File: config.mk
export PLATFORM = sky130hd
export DESIGN_NAME = traffic_light_monitor
export DESIGN_NICKNAME = d
export VERILOG_FILES = /design/src/rtl/traffic_light_monitor.sv
export SDC_FILE = /design/constraint.sdc
export NUM_CORES = 1
export LEC_CHECK = 0
export BUFFER_PORTS_ARGS = -buffer_cell sky130_fd_sc_hd__buf_4
export CORE_UTILIZATION = 50
export CTS_BUF_LIST = sky130_fd_sc_hd__clkbuf_4 sky130_fd_sc_hd__clkbuf_8
export DETAILED_ROUTE_END_ITERATION = 8
export PLACE_DENSITY = 0.82
export SYNTH_ARGS = -nofsm -noshare
export SYNTH_HDL_FRONTEND = slang
export SYNTH_SLANG_ARGS = --single-unit
File: constraint.sdc
create_clock -name clk -period 2.08 [get_ports clk]
set_input_delay 0.624 -clock clk [delete_from_list [all_inputs] [get_ports clk]]
set_output_delay 0.624 -clock clk [all_outputs]
set_load 0.05 [all_outputs]
File: src/rtl/traffic_light_monitor.sv
// Passive safety observer for a two-direction traffic light controller.
// Flags lamp encoding, right-of-way conflict, phase-order and phase-duration violations.
module traffic_light_monitor #(
  parameter int MIN_GREEN     = 4,
  parameter int YELLOW_CYCLES = 2,
  parameter int CNT_W         = 8
) (
  input  logic        clk,
  input  logic        reset,
  input  logic [2:0]  ns_light,
  input  logic [2:0]  ew_light,
  input  logic        clear,
  output logic        err_encoding,
  output logic        err_conflict,
  output logic        err_sequence,
  output logic        err_timing,
  output logic        fault,
  output logic [2:0]  fault_code,
  output logic [15:0] round_count
);

  localparam logic [2:0] RED = 3'b100;
  localparam logic [2:0] YEL = 3'b010;
  localparam logic [2:0] GRN = 3'b001;

  localparam logic [CNT_W-1:0] DWELL_ONE = CNT_W'(1);
  localparam logic [CNT_W-1:0] DWELL_MAX = {CNT_W{1'b1}};
  localparam logic [CNT_W-1:0] MIN_G     = CNT_W'(MIN_GREEN);
  localparam logic [CNT_W-1:0] YEL_C     = CNT_W'(YELLOW_CYCLES);

  localparam logic [2:0] CODE_NONE     = 3'd0;
  localparam logic [2:0] CODE_ENCODING = 3'd1;
  localparam logic [2:0] CODE_CONFLICT = 3'd2;
  localparam logic [2:0] CODE_SEQUENCE = 3'd3;
  localparam logic [2:0] CODE_TIMING   = 3'd4;

  typedef enum logic [1:0] {INIT, RUN, FAULT} state_t;

  state_t      state_reg, state_next;
  logic        checking;

  logic [1:0]  legal_v;
  logic [1:0]  seq_v;
  logic [1:0]  tim_v;
  logic [2:0]  ns_prev;

  logic        enc_hit, conf_hit, seq_hit, tim_hit, any_hit, ns_round;
  logic [2:0]  hit_code;

  logic        err_encoding_reg, err_conflict_reg, err_sequence_reg, err_timing_reg;
  logic        fault_reg, fault_next;
  logic [2:0]  fault_code_reg, fault_code_next;
  logic [15:0] round_count_reg, round_count_next;

  // Sequence and timing checks are suppressed only on the baseline cycle.
  assign checking = (state_reg != INIT);

  genvar gi;
  generate
    for (gi = 0; gi < 2; gi++) begin : g_dir
      logic [2:0]       lamp;
      logic [2:0]       prev_reg, prev_next;
      logic [CNT_W-1:0] dwell_reg, dwell_next;
      logic             is_legal, seq_bad, tim_bad;

      assign lamp     = (gi == 0) ? ns_light : ew_light;
      assign is_legal = (lamp == RED) || (lamp == YEL) || (lamp == GRN);

      // Illegal samples leave prev/dwell untouched and skip phase checks.
      always_comb begin
        prev_next  = prev_reg;
        dwell_next = dwell_reg;
        seq_bad    = 1'b0;
        tim_bad    = 1'b0;
        if (is_legal) begin
          if (!checking) begin
            prev_next  = lamp;
            dwell_next = DWELL_ONE;
          end else if (lamp == prev_reg) begin
            if (dwell_reg != DWELL_MAX) begin
              dwell_next = dwell_reg + DWELL_ONE;
            end
          end else begin
            prev_next  = lamp;
            dwell_next = DWELL_ONE;
            case (prev_reg)
              GRN: begin
                if (lamp != YEL) begin
                  seq_bad = 1'b1;
                end else if ((dwell_reg != DWELL_MAX) && (dwell_reg < MIN_G)) begin
                  tim_bad = 1'b1;
                end
              end
              YEL: begin
                if (lamp != RED) begin
                  seq_bad = 1'b1;
                end else if (dwell_reg != YEL_C) begin
                  tim_bad = 1'b1;
                end
              end
              default: begin
                if (lamp != GRN) begin
                  seq_bad = 1'b1;
                end
              end
            endcase
          end
        end
      end

      always_ff @(posedge clk or posedge reset) begin
        if (reset) begin
          prev_reg  <= RED;
          dwell_reg <= '0;
        end else begin
          prev_reg  <= prev_next;
          dwell_reg <= dwell_next;
        end
      end

      assign legal_v[gi] = is_legal;
      assign seq_v[gi]   = seq_bad;
      assign tim_v[gi]   = tim_bad;

      if (gi == 0) begin : g_ns
        assign ns_prev = prev_reg;
      end
    end
  endgenerate

  assign enc_hit  = ~&legal_v;
  assign conf_hit = (&legal_v) && (ns_light != RED) && (ew_light != RED);
  assign seq_hit  = |seq_v;
  assign tim_hit  = |tim_v;
  assign any_hit  = enc_hit || conf_hit || seq_hit || tim_hit;
  assign ns_round = checking && (ns_prev == RED) && (ns_light == GRN);

  always_comb begin
    hit_code = CODE_NONE;
    if (enc_hit) begin
      hit_code = CODE_ENCODING;
    end else if (conf_hit) begin
      hit_code = CODE_CONFLICT;
    end else if (seq_hit) begin
      hit_code = CODE_SEQUENCE;
    end else if (tim_hit) begin
      hit_code = CODE_TIMING;
    end
  end

  // A clear on the same edge as an error still lets the pulses out but keeps the sticky fault low.
  always_comb begin
    state_next       = state_reg;
    fault_next       = fault_reg | any_hit;
    fault_code_next  = fault_code_reg;
    round_count_next = round_count_reg;
    if (!fault_reg && any_hit) begin
      fault_code_next = hit_code;
    end
    if (ns_round) begin
      round_count_next = round_count_reg + 16'd1;
    end
    case (state_reg)
      INIT:    state_next = any_hit ? FAULT : RUN;
      RUN:     state_next = any_hit ? FAULT : RUN;
      FAULT:   state_next = FAULT;
      default: state_next = INIT;
    endcase
    if (clear) begin
      state_next      = INIT;
      fault_next      = 1'b0;
      fault_code_next = CODE_NONE;
    end
  end

  always_ff @(posedge clk or posedge reset) begin
    if (reset) begin
      state_reg        <= INIT;
      err_encoding_reg <= 1'b0;
      err_conflict_reg <= 1'b0;
      err_sequence_reg <= 1'b0;
      err_timing_reg   <= 1'b0;
      fault_reg        <= 1'b0;
      fault_code_reg   <= CODE_NONE;
      round_count_reg  <= 16'd0;
    end else begin
      state_reg        <= state_next;
      err_encoding_reg <= enc_hit;
      err_conflict_reg <= conf_hit;
      err_sequence_reg <= seq_hit;
      err_timing_reg   <= tim_hit;
      fault_reg        <= fault_next;
      fault_code_reg   <= fault_code_next;
      round_count_reg  <= round_count_next;
    end
  end

  assign err_encoding = err_encoding_reg;
  assign err_conflict = err_conflict_reg;
  assign err_sequence = err_sequence_reg;
  assign err_timing   = err_timing_reg;
  assign fault        = fault_reg;
  assign fault_code   = fault_code_reg;
  assign round_count  = round_count_reg;

endmodule

==> impl_metrics.prom <==
# TYPE chip_impl_metric gauge
chip_impl_info{name="run_status",value="finished, final reports clean"} 1
chip_impl_metric{name="final-max-slew-violation-count",unit=""} 0
chip_impl_metric{name="grt_antenna_before_repair",unit=""} 0
chip_impl_metric{name="floorplan.die.width",unit="um"} 76.1
chip_impl_info{name="crit_type",value="reg2reg"} 1
chip_impl_metric{name="setup_slack_after_placement",unit="ns"} -0.113
chip_impl_metric{name="clk-insertion-delay-late",unit="ns"} 0.31
chip_impl_metric{name="worst_slack",unit="ns"} 0.115
chip_impl_info{name="timing.critical_path.cells",value="nor4b_4, and4_1, buf_4, nand4_4, nor3_4, nand3_1, xnor2_1"} 1
chip_impl_metric{name="period_minus_slack",unit="ns"} 1.97
chip_impl_metric{name="number_of_warnings_issued_by_yosys",unit=""} 0
chip_impl_metric{name="grt-ovfl-total",unit=""} 0
chip_impl_metric{name="postCtsSetupRepairBufs",unit=""} 0
chip_impl_metric{name="first_iter_violations",unit=""} 106
chip_impl_metric{name="fp-row-count",unit=""} 26
chip_impl_metric{name="drive_gt1_share",unit="%"} 23.9
chip_impl_metric{name="drt-pass1-iter-count",unit=""} 4
chip_impl_metric{name="max-slew-margin-rel",unit="%"} 72.5
chip_impl_metric{name="netlist_area",unit="um^2"} 2750
chip_impl_metric{name="met3_wirelength",unit="um"} 245
chip_impl_metric{name="final-hold-violation-count",unit=""} 0
chip_impl_metric{name="ys_ff_latch",unit=""} 48
chip_impl_metric{name="timing_worst_slew_pin_value",unit="ns"} 0.409
chip_impl_metric{name="worstPathMaxFanout",unit=""} 8
chip_impl_metric{name="globalRouteTotalUtil",unit="%"} 20.5
chip_impl_metric{name="cp.required",unit="ns"} 2.28
chip_impl_metric{name="postSynthAreaPerCell",unit="um^2"} 9.71
chip_impl_info{name="postSynth.topFlopCell",value="dfrtp_1"} 1
chip_impl_metric{name="vias",unit=""} 2289
chip_impl_metric{name="gp_congestion",unit=""} 0.860
chip_impl_metric{name="fillers",unit=""} 433
chip_impl_metric{name="lkg_pwr",unit="nW"} 1.56
chip_impl_metric{name="grt_pass1_wl",unit="um"} 9630
chip_impl_metric{name="antenna_cells_inserted",unit=""} 0
chip_impl_metric{name="synth.top_cell.area_share",unit="%"} 41.9
chip_impl_metric{name="finalCritPeriodShare",unit="%"} 94.5
chip_impl_info{name="cpMaxStageDelayCell",value="dfrtp_1"} 1
chip_impl_metric{name="postRouteAntennaNets",unit=""} 0
chip_impl_metric{name="setup_viol_count_final",unit=""} 0
chip_impl_metric{name="timing.critical_path.slowest_cell_delay",unit="ns"} 0.51
chip_impl_metric{name="maxCapViolations",unit=""} 0
chip_impl_info{name="critical_path.endpoint_type",value="flip-flop"} 1
chip_impl_metric{name="start_util",unit="%"} 52.8
chip_impl_metric{name="report.power.total",unit="mW"} 2.38
chip_impl_metric{name="area_growth",unit="%"} 21.2
chip_impl_metric{name="postCtsResizedCells",unit=""} 0
chip_impl_metric{name="clk_path_buf_depth",unit=""} 2
chip_impl_metric{name="grt_max_degree",unit=""} 49
chip_impl_metric{name="ir_drop",unit="mV"} 0.442
chip_impl_metric{name="post_synthesis_cell_count",unit=""} 283
chip_impl_info{name="start_kind",value="flip-flop"} 1
chip_impl_metric{name="die_area",unit="um^2"} 5800
chip_impl_metric{name="die_height",unit="um"} 76.1
chip_impl_metric{name="numClockSinks",unit=""} 48
chip_impl_info{name="buffer_type_at_the_clock_tree_root",value="clkbuf_8"} 1
chip_impl_metric{name="setup-tns-final",unit="ns"} 0
chip_impl_metric{name="power_density_over_the_cells",unit="nW/um^2"} 714
chip_impl_metric{name="synth_async_sr_flop_share",unit="%"} 100
chip_impl_metric{name="final_net_count",unit=""} 348
chip_impl_info{name="hold_path.class",value="in2async"} 1
chip_impl_metric{name="hold_buffers",unit=""} 0
chip_impl_metric{name="number_of_global_route_vias_before_repair",unit=""} 2133
chip_impl_metric{name="number_of_synthesized_flops_with_an_enable_pin",unit=""} 0
chip_impl_metric{name="buffer_ports.inserted",unit=""} 32
chip_impl_metric{name="numCtsBuffers",unit=""} 5
chip_impl_metric{name="route.layer.met1.wl",unit="um"} 2490
chip_impl_metric{name="clock.fmax",unit="MHz"} 509
chip_impl_metric{name="number_of_distinct_library_cell_variants_in_the_gate_level_netlist_after_synthesis",unit=""} 53
chip_impl_metric{name="hpwl",unit="um"} 3980
chip_impl_metric{name="worstPathArrival",unit="ns"} 2.17
chip_impl_metric{name="drc",unit=""} 0
chip_impl_metric{name="hold_ws",unit="ns"} 0.350
chip_impl_metric{name="drt-vias-per-instance",unit=""} 5.65
chip_impl_metric{name="coreArea",unit="um^2"} 5200
chip_impl_metric{name="finalClockSkew",unit="ns"} 0.00527
chip_impl_metric{name="mappedNetlistNets",unit=""} 297
chip_impl_metric{name="clock_slew_at_the_register_clock_pins_of_the_worst_setup_and_hold_paths",unit="ns"} 0.09
chip_impl_info{name="highest_layer_used_for_signal_routing",value="met4"} 1
chip_impl_metric{name="dp_cells",unit=""} 397
chip_impl_metric{name="final_cells",unit=""} 405
chip_impl_info{name="synth_area_leaders",value="dfrtp_1 (42%), xnor2_1 (6.7%), o21ai_0 (3.8%)"} 1
chip_impl_metric{name="design.portCount",unit=""} 33
chip_impl_metric{name="routed_wire_length_per_instance",unit="um"} 13.6
chip_impl_metric{name="cts_max_level",unit=""} 2
chip_impl_info{name="cts_tree",value="done"} 1
chip_impl_metric{name="synth-seq-area-share",unit="%"} 43.8
chip_impl_info{name="yosysTopAreaCell",value="dfrtp_1"} 1
chip_impl_metric{name="postRouteWirelength",unit="um"} 5510
chip_impl_metric{name="met2_length",unit="um"} 2670
chip_impl_info{name="unrepaired_setup_endpoints_after_global_routing",value="false"} 1
-- cells by family after synthesis --
| kind of cell | share of synthesized area, % |
|---|---|
| and+or+nand+nor | 23.9 |
| AOI/OAI and AO/OA | 14.7 |
| DFF | 43.8 |
| xor gates and xnor gates | 9.88 |
| buffers and inverters | 5.05 |
| adders and majority gates | 2.28 |
| muxes | 0.410 |
-- cells in the final DEF, fill, tap and decap left out, drive strengths merged, types with 3 or more instances in the layout --
cell type  count
a21oi          9
a31oi          5
a41oi          3
and3           7
buf           56
clkbuf         5
dfrtp         46
ha             5
inv           16
nand2         20
nand2b         5
nand3         11
nand4         13
nor2          24
nor2b          6
nor3           5
nor4           5
nor4b          3
o21ai         28
o31ai          4
xnor2         21
xor2          10
-- per-layer routing --
metal,vias up,track usage (%)
li1,1116,-
met3,11,4.67
met1,1109,26.5
met4,0,7.50
met5,-,0
met2,53,33.8
-- synthesized netlist by cell type, types with 5 or more instances --
master	count
dfrtp_1	46
nor2_1	24
o21ai_0	21
xnor2_1	21
nand2_1	20
inv_1	15
nand3_1	11
nand4_1	11
xor2_1	10
a21oi_1	9
and3_1	7
buf_2	6
nor2b_1	6
o21ai_1	6
a31oi_1	5
ha_1	5
nand2b_1	5
-- power breakdown --
group / switching, mW / internal [mW] / leakage, nW
clock: 0.326 / 0.484 / 0.0687
sequential: 0.0916 / 1.00 / 0.636
combinational: 0.280 / 0.196 / 0.855
-- area by class of cell --
type | count | area (um^2) | share of cell area (%)
Sequential cell | 48 | 1200 | 36.2
Timing Repair Buffer | 56 | 433 | 13.0
Clock inverter | 3 | 68.8 | 2.07
Clock buffer | 5 | 68.8 | 2.07
Inverter | 15 | 56.3 | 1.69
Multi-Input combinational cell | 208 | 1410 | 42.4
Tap cell | 70 | 87.6 | 2.63
-- through the flow --
step / util, % / cell area [um^2]
3_3_place_gp: 61.3 / 3190
6_report: 64.0 / 3330
3_5_place_dp: 61.3 / 3190
5_1_grt: 64.0 / 3330
4_1_cts: 64.0 / 3330
2_1_floorplan: - / 2750
-- path summary, 6_finish.rpt --
path	startpoint	end	slack [ns]	cells past startpoint
max in group asynchronous	reset	g_dir[1].prev_reg[2]	1.46	3
worst max-delay path	g_dir[0].prev_reg[0]	round_count[13]	0.11	7
worst min-delay path	reset	g_dir[0].dwell_reg[4]	0.35	3
worst min register to register	round_count[15]	round_count[15]	0.48	1
worst max register to register	g_dir[0].prev_reg[0]	round_count[13]	0.11	7
min in group clk	round_count[15]	round_count[15]	0.48	1
-- worst max-delay path: cells and delay by family (launching register included) --
family                    cells  cell delay (ns)
xor gates and xnor gates      1             0.14
buffers and inverters         1             0.16
DFF                           1             0.51
and+or+nand+nor               5             1.05
(Power assumes the default switching activity.)
